File: src/rtl/rv32i_pkg.sv
// Shared RV32I decode definitions: widths, base opcodes and immediate formats.
package rv32i_pkg;

    localparam int unsigned XLEN   = 32;
    localparam int unsigned NREGS  = 32;
    localparam int unsigned REG_AW = 5;

    localparam logic [6:0] OP_LUI    = 7'b0110111;
    localparam logic [6:0] OP_AUIPC  = 7'b0010111;
    localparam logic [6:0] OP_JAL    = 7'b1101111;
    localparam logic [6:0] OP_JALR   = 7'b1100111;
    localparam logic [6:0] OP_BRANCH = 7'b1100011;
    localparam logic [6:0] OP_LOAD   = 7'b0000011;
    localparam logic [6:0] OP_STORE  = 7'b0100011;
    localparam logic [6:0] OP_IMM    = 7'b0010011;
    localparam logic [6:0] OP_REG    = 7'b0110011;
    localparam logic [6:0] OP_SYSTEM = 7'b1110011;
    localparam logic [6:0] OP_FENCE  = 7'b0001111;

    typedef enum logic [2:0] {
        FMT_R,
        FMT_I,
        FMT_S,
        FMT_B,
        FMT_U,
        FMT_J
    } imm_fmt_t;

    // True for the base-ISA major opcodes this decoder understands.
    function automatic logic is_known_opcode(input logic [6:0] op);
        case (op)
            OP_LUI, OP_AUIPC, OP_JAL, OP_JALR, OP_BRANCH, OP_LOAD,
            OP_STORE, OP_IMM, OP_REG, OP_SYSTEM, OP_FENCE: is_known_opcode = 1'b1;
            default:                                        is_known_opcode = 1'b0;
        endcase
    endfunction

endpackage

File: src/rtl/register_file.sv
// 2R1W architectural register file, x0 hardwired to zero, write-to-read bypass.
module register_file
    import rv32i_pkg::*;
(
    input  logic                clk,
    input  logic                rst,
    input  logic [REG_AW-1:0]   rs1_addr,
    input  logic [REG_AW-1:0]   rs2_addr,
    output logic [XLEN-1:0]     rs1_data,
    output logic [XLEN-1:0]     rs2_data,
    input  logic                we,
    input  logic [REG_AW-1:0]   wr_addr,
    input  logic [XLEN-1:0]     wr_data
);

    logic [XLEN-1:0] regs [1:NREGS-1];

    // Storage for x1..x31; writes to x0 are discarded.
    always_ff @(posedge clk or posedge rst) begin
        if (rst) begin
            for (int i = 1; i < int'(NREGS); i++) begin
                regs[i] <= '0;
            end
        end else if (we && (wr_addr != '0)) begin
            regs[wr_addr] <= wr_data;
        end
    end

    // Read port 1: zero for x0, bypass a same-cycle write, else stored value.
    always_comb begin
        rs1_data = '0;
        if (rs1_addr != '0) begin
            if (we && (wr_addr == rs1_addr)) begin
                rs1_data = wr_data;
            end else begin
                rs1_data = regs[rs1_addr];
            end
        end
    end

    // Read port 2: same rules as port 1.
    always_comb begin
        rs2_data = '0;
        if (rs2_addr != '0) begin
            if (we && (wr_addr == rs2_addr)) begin
                rs2_data = wr_data;
            end else begin
                rs2_data = regs[rs2_addr];
            end
        end
    end

endmodule

File: src/rtl/instruction_decode.sv
// RV32I decode stage: field extraction, immediate generation, register read,
// and a valid/ready ID/EX output register.
module instruction_decode
    import rv32i_pkg::*;
(
    input  logic                clk,
    input  logic                rst,
    input  logic                if_valid,
    input  logic [XLEN-1:0]     if_instruction,
    input  logic [XLEN-1:0]     if_pc,
    output logic                id_ready,
    input  logic                flush,
    input  logic                ex_ready,
    output logic                ex_valid,
    output logic [XLEN-1:0]     ex_pc,
    output logic [XLEN-1:0]     ex_rs1_data,
    output logic [XLEN-1:0]     ex_rs2_data,
    output logic [XLEN-1:0]     ex_imm,
    output logic [REG_AW-1:0]   ex_rd,
    output logic [6:0]          ex_opcode,
    output logic [2:0]          ex_funct3,
    output logic                ex_funct7b5,
    output logic                ex_illegal,
    input  logic                wb_we,
    input  logic [REG_AW-1:0]   wb_rd,
    input  logic [XLEN-1:0]     wb_data
);

    logic [XLEN-1:0] instr;
    logic [6:0]      opcode;
    logic [XLEN-1:0] rs1_val;
    logic [XLEN-1:0] rs2_val;
    logic [XLEN-1:0] imm;
    logic            illegal;
    logic            accept;
    imm_fmt_t        fmt;

    assign instr  = if_instruction;
    assign opcode = instr[6:0];

    assign id_ready = ~ex_valid | ex_ready;
    assign accept   = if_valid & id_ready;

    register_file u_register_file (
        .clk      (clk),
        .rst      (rst),
        .rs1_addr (instr[19:15]),
        .rs2_addr (instr[24:20]),
        .rs1_data (rs1_val),
        .rs2_data (rs2_val),
        .we       (wb_we),
        .wr_addr  (wb_rd),
        .wr_data  (wb_data)
    );

    // Unsupported compressed/unknown encodings are flagged but still passed on.
    assign illegal = (instr[1:0] != 2'b11) | ~is_known_opcode(opcode);

    // Pick the immediate format from the opcode and build the sign-extended value.
    always_comb begin
        fmt = FMT_R;
        imm = '0;
        case (opcode)
            OP_IMM, OP_LOAD, OP_JALR: fmt = FMT_I;
            OP_STORE:                 fmt = FMT_S;
            OP_BRANCH:                fmt = FMT_B;
            OP_LUI, OP_AUIPC:         fmt = FMT_U;
            OP_JAL:                   fmt = FMT_J;
            default:                  fmt = FMT_R;
        endcase
        case (fmt)
            FMT_I: imm = {{20{instr[31]}}, instr[31:20]};
            FMT_S: imm = {{20{instr[31]}}, instr[31:25], instr[11:7]};
            FMT_B: imm = {{19{instr[31]}}, instr[31], instr[7], instr[30:25], instr[11:8], 1'b0};
            FMT_U: imm = {instr[31:12], 12'b0};
            FMT_J: imm = {{11{instr[31]}}, instr[31], instr[19:12], instr[20], instr[30:21], 1'b0};
            default: imm = '0;
        endcase
    end

    // ID/EX register: flush kills, accept loads, otherwise drain on ex_ready or hold.
    always_ff @(posedge clk or posedge rst) begin
        if (rst) begin
            ex_valid    <= 1'b0;
            ex_pc       <= '0;
            ex_rs1_data <= '0;
            ex_rs2_data <= '0;
            ex_imm      <= '0;
            ex_rd       <= '0;
            ex_opcode   <= '0;
            ex_funct3   <= '0;
            ex_funct7b5 <= 1'b0;
            ex_illegal  <= 1'b0;
        end else if (flush) begin
            ex_valid <= 1'b0;
        end else if (accept) begin
            ex_valid    <= 1'b1;
            ex_pc       <= if_pc;
            ex_rs1_data <= rs1_val;
            ex_rs2_data <= rs2_val;
            ex_imm      <= imm;
            ex_rd       <= instr[11:7];
            ex_opcode   <= opcode;
            ex_funct3   <= instr[14:12];
            ex_funct7b5 <= instr[30];
            ex_illegal  <= illegal;
        end else if (ex_ready) begin
            ex_valid <= 1'b0;
        end
    end

endmodule

File: config.mk
export PLATFORM = sky130hd
export DESIGN_NAME = instruction_decode
export DESIGN_NICKNAME = d
export VERILOG_FILES = /design/src/rtl/rv32i_pkg.sv /design/src/rtl/register_file.sv /design/src/rtl/instruction_decode.sv
export SDC_FILE = /design/constraint.sdc
export NUM_CORES = 2
export LEC_CHECK = 0
export CAP_MARGIN = 5
export CORE_ASPECT_RATIO = 1.25
export CORE_MARGIN = 2
export CORE_UTILIZATION = 47
export DETAILED_ROUTE_END_ITERATION = 6
export GPL_TIMING_DRIVEN = 0
export PLACE_DENSITY = 0.67
export SETUP_SLACK_MARGIN = 0.05
export SYNTH_ARGS = -nofsm -noshare
export SYNTH_HDL_FRONTEND = slang
export SYNTH_SLANG_ARGS = --single-unit
File: constraint.sdc
create_clock -name clk -period 36.9 [get_ports clk]
set_input_delay 7.38 -clock clk [delete_from_list [all_inputs] [get_ports clk]]
set_output_delay 7.38 -clock clk [all_outputs]
set_load 0.02 [all_outputs]
==> metrics.md <==
| Metric | Value |
|---|---|
| Crit path buffers/inverters | 3 |
| Die Area | 0.1301 mm² |
| Number of synthesized flops with an enable pin | 0 |
| Cell Area, Synth | 0.05977 mm² |
| Antenna violations before repair | 17 |
| Gr usage total | 34.96% |
| Clk_lat worst skew | 0.77 ns |
| Commonest non-fill, non-tap cells in the layout | 1138 x dfrtp_1, 1123 x mux2_2, 380 x mux4_2, 374 x nand2_1, 245 x clkdlybuf4s50_1 |
| Relative slew slack | -6.508% |
| Largest net degree at the start of global routing | 44 |
| Maximum vdd drop | 42.30 µV |
| Synth Register Bits | 1138 |
| Hold_buf cts | 0 |
| Global route overflow | 0 |
| Site row count | 146 |
| Mean number of vias per cell | 6.621 |
| Max-cap violations | 2 |
| Failing checks | max-capacitance violations, max-slew violations |
| Post-Syn Nets | 4477 |
| Wirelength per Cell | 34.51 µm |
| Final setup violation count | 0 |
| Final Skew | 0.03670 ns |
| Synth Area per Inst | 13.68 µm² |
| Hold slack | 0.4710 ns |
| Root buffer cell | clkbuf_16 |
| Shortest period the worst path allows | 16.05 ns |
| Actual slew at the worst max-slew pin | 1.598 ns |
| Slew Limit Fails | 11 |
| DR vias | 43.57k |
| Unique cell type count in the Yosys netlist | 67 |
| Most common cell after layout, fill and taps aside | dfrtp_1 |
| CP Launch Type | primary input |
| First-pass GRT wire length | 321800 µm |
| CP arrival | 8.67 ns |
| # Post-CTS Setup Buffers | 0 |
| Seq/Total Area, Yosys | 47.64% |
| Longest Clk Path Bufs | 3 |
| Crit. End Element | primary output |
| Vias in the first global route | 44.18k |
| Core ar. | 0.1264 mm² |
| # fillers | 10.59k |
| Io pins | 254 |
| Placed cells | 6352 |
| Final-report hold violation count | 0 |
| # nets final | 4878 |
| TritonCTS Buffers | 116 |
| Post_cts resized | 0 |
| Hold Crit Class | flop to flop |
| Post-DP HPWL | 161700 µm |
| Pre-antenna DRT Iters | 5 |
| H-tree Lvls | 3 |
| Post-Layout Cell Count | 6580 |
| Critical path's top delay family | buffers and inverters |
| Final GP Congestion | 0.9864 |
| Synth Flop Type | dfrtp_1 |
| Clk sinks | 1138 |
| Drt total wl | 227100 µm |
| Worst path cell trace | clkdlybuf4s50_1 -> nor2b_1 -> inv_1 -> clkdlybuf4s50_1 |
| Fmax | 0.06231 GHz |
| Outcome | finished with violations |
| CP peak stage delay | 0.56 ns |
| DRC viols | 0 |
| Fraction of layout cells with a size suffix above 1 | 40.90% |
| Number of DRC markers in iteration 0 | 5094 |
| Hold Startpoint | ex_opcode[1] |
| Clk slew on worst S/H paths | 0.05 ns |
| Die width | 323.0 µm |
| Sum Neg Setup Slack | 0 ns |
| Initial cell density of the core | 47.28% |
| Crit Path Class | primary input to primary output |
| Area added between synthesis and finish | 15.69% |
| Highest-delay cell along the critical path | clkdlybuf4s50_1 |
| CTS tree | built |
| Final Core Density | 54.70% |
| Critical Path RT | 29.52 ns |
| Port bufs | 245 |
| Async SR Flop Fraction | 100.0% |
| P per Cell Area | 54.07 mW/mm² |
| RSZ-0062 raised after global routing | no |
| Die H | 402.7 µm |
| Post-route ant nets | 0 |
| Start of the worst register-to-register path | ex_valid |
| Final worst path period share | 43.49% |
| Synth Warn # | 0 |
| CP dominant cell by count | clkdlybuf4s50_1 |
| CP Launch Point | ex_ready |
| CP Max Fanout | 3 |
| Leak Pwr | 29.68 nW |
| Syn Inst Count | 4370 |
## where the power goes
group / internal, mW / leakage, nW / switching, mW
clock: 0.731 / 2.01 / 0.534
combinational: 0.449 / 13.1 / 0.367
sequential: 1.48 / 14.6 / 0.175
total: 2.66 / 29.7 / 1.08
## stage by stage
step / cell area [µm²] / setup slack (ns) / power, mW
floorplan: 59770 / 13.81 / 2.193
global placement: 64360 / 6.508 / 2.439
detailed placement: 65050 / 20.83 / 2.473
CTS: 69090 / 20.82 / 3.723
global route: 69130 / 20.79 / 3.863
finish: 69150 / 20.85 / 3.739
## metal layers
layer  part of all wire [%]  routed length [µm]  track usage (%)  vias to the layer above
met5                  0.070                 159                0                        -
met4                    7.6               17310            23.14                       20
met3                     11               25360            10.93                      871
met2                     45              102600            53.20                     2829
met1                     36               81640            42.84                    22620
li1                       -                   -                -                    17220
## worst reg2reg max path, delay by kind of cell (launching register included)
kind                   cells  cell delay (ns)
buffers and inverters      2             0.88
DFF                        1             0.40
and+or+nand+nor            4             2.78
AOI/OAI and AO/OA          1             0.23
## logic make-up after synthesis
logic type / Yosys count / synth area share (%)
DFF: 1138 / 47.64
AOI/OAI and AO/OA: 395 / 4.798
buffers and inverters: 452 / 3.676
and+or+nand+nor: 744 / 5.788
muxes: 1631 / 37.95
xor gates and xnor gates: 10 / 0.1465
## sequential cells by signal (all words and copies together) (netlist names), 3 cells and up
| name | cells |
|---|---|
| ex_imm | 32 |
| ex_funct3 | 3 |
| ex_opcode | 7 |
| u_register_file.regs | 992 |
| ex_rs2_data | 32 |
| ex_pc | 32 |
| ex_rd | 5 |
| ex_rs1_data | 32 |
## final cells by class
class	count	area (µm²)	share of cell area, %
well taps	1702	2130	3.080
plain buffers	446	2176	3.147
inverters	6	26.28	0.03800
multi-input cells	2780	29100	42.08
diodes	8	20.02	0.02895
clock buffers	164	3400	4.916
clock inverters	53	638.1	0.9229
repair buffers	283	3183	4.603
flip-flops and latches	1138	28480	41.18
## cell usage after synthesis (3+ instances only)
library cell	count	area [µm²]
buf_4	35	262.8
a22oi_1	34	255.2
inv_1	5	18.77
a32o_1	29	290.3
nor3b_1	8	60.06
nand2_1	374	1404
nand2b_1	3	18.77
nand3b_1	5	37.54
a32oi_1	34	297.8
buf_8	3	45.04
nor2b_1	38	237.7
nand4_1	31	193.9
and2_1	3	18.77
o21ai_1	63	315.3
mux4_2	380	8558
xor2_1	8	70.07
mux2_1	54	608.1
a22o_1	9	78.83
or2_2	3	18.77
a221oi_2	25	375.4
nor2_2	5	31.28
o21ai_0	61	305.3
mux2_2	1123	12650
dfrtp_1	1138	28480
nor4_2	11	137.6
o22ai_1	31	193.9
nor3_1	64	320.3
mux2i_1	66	660.6
buf_6	16	180.2
and3_1	5	31.28
o221ai_1	31	271.5
clkbuf_1	187	701.9
mux4_1	6	157.7
nand3_1	71	355.3
nor2_1	86	322.8
a221oi_1	10	87.58
buf_1	59	221.5
a21oi_1	55	275.3
nor4_1	24	150.1
buf_2	141	705.7
## path summary, 6_finish.rpt
kind / slack, ns / cells past startpoint / end
worst max-delay path: 20.85 / 4 / id_ready
worst min-delay path: 0.47 / 2 / ex_opcode[1]
worst max register to register: 32.52 / 7 / ex_rs2_data[9]
worst min register to register: 0.47 / 2 / ex_opcode[1]
max in group asynchronous: 27.23 / 10 / u_register_file.regs[430]
min in group asynchronous: 7.09 / 2 / ex_pc[4]
Power figures use the tool's default switching activity.
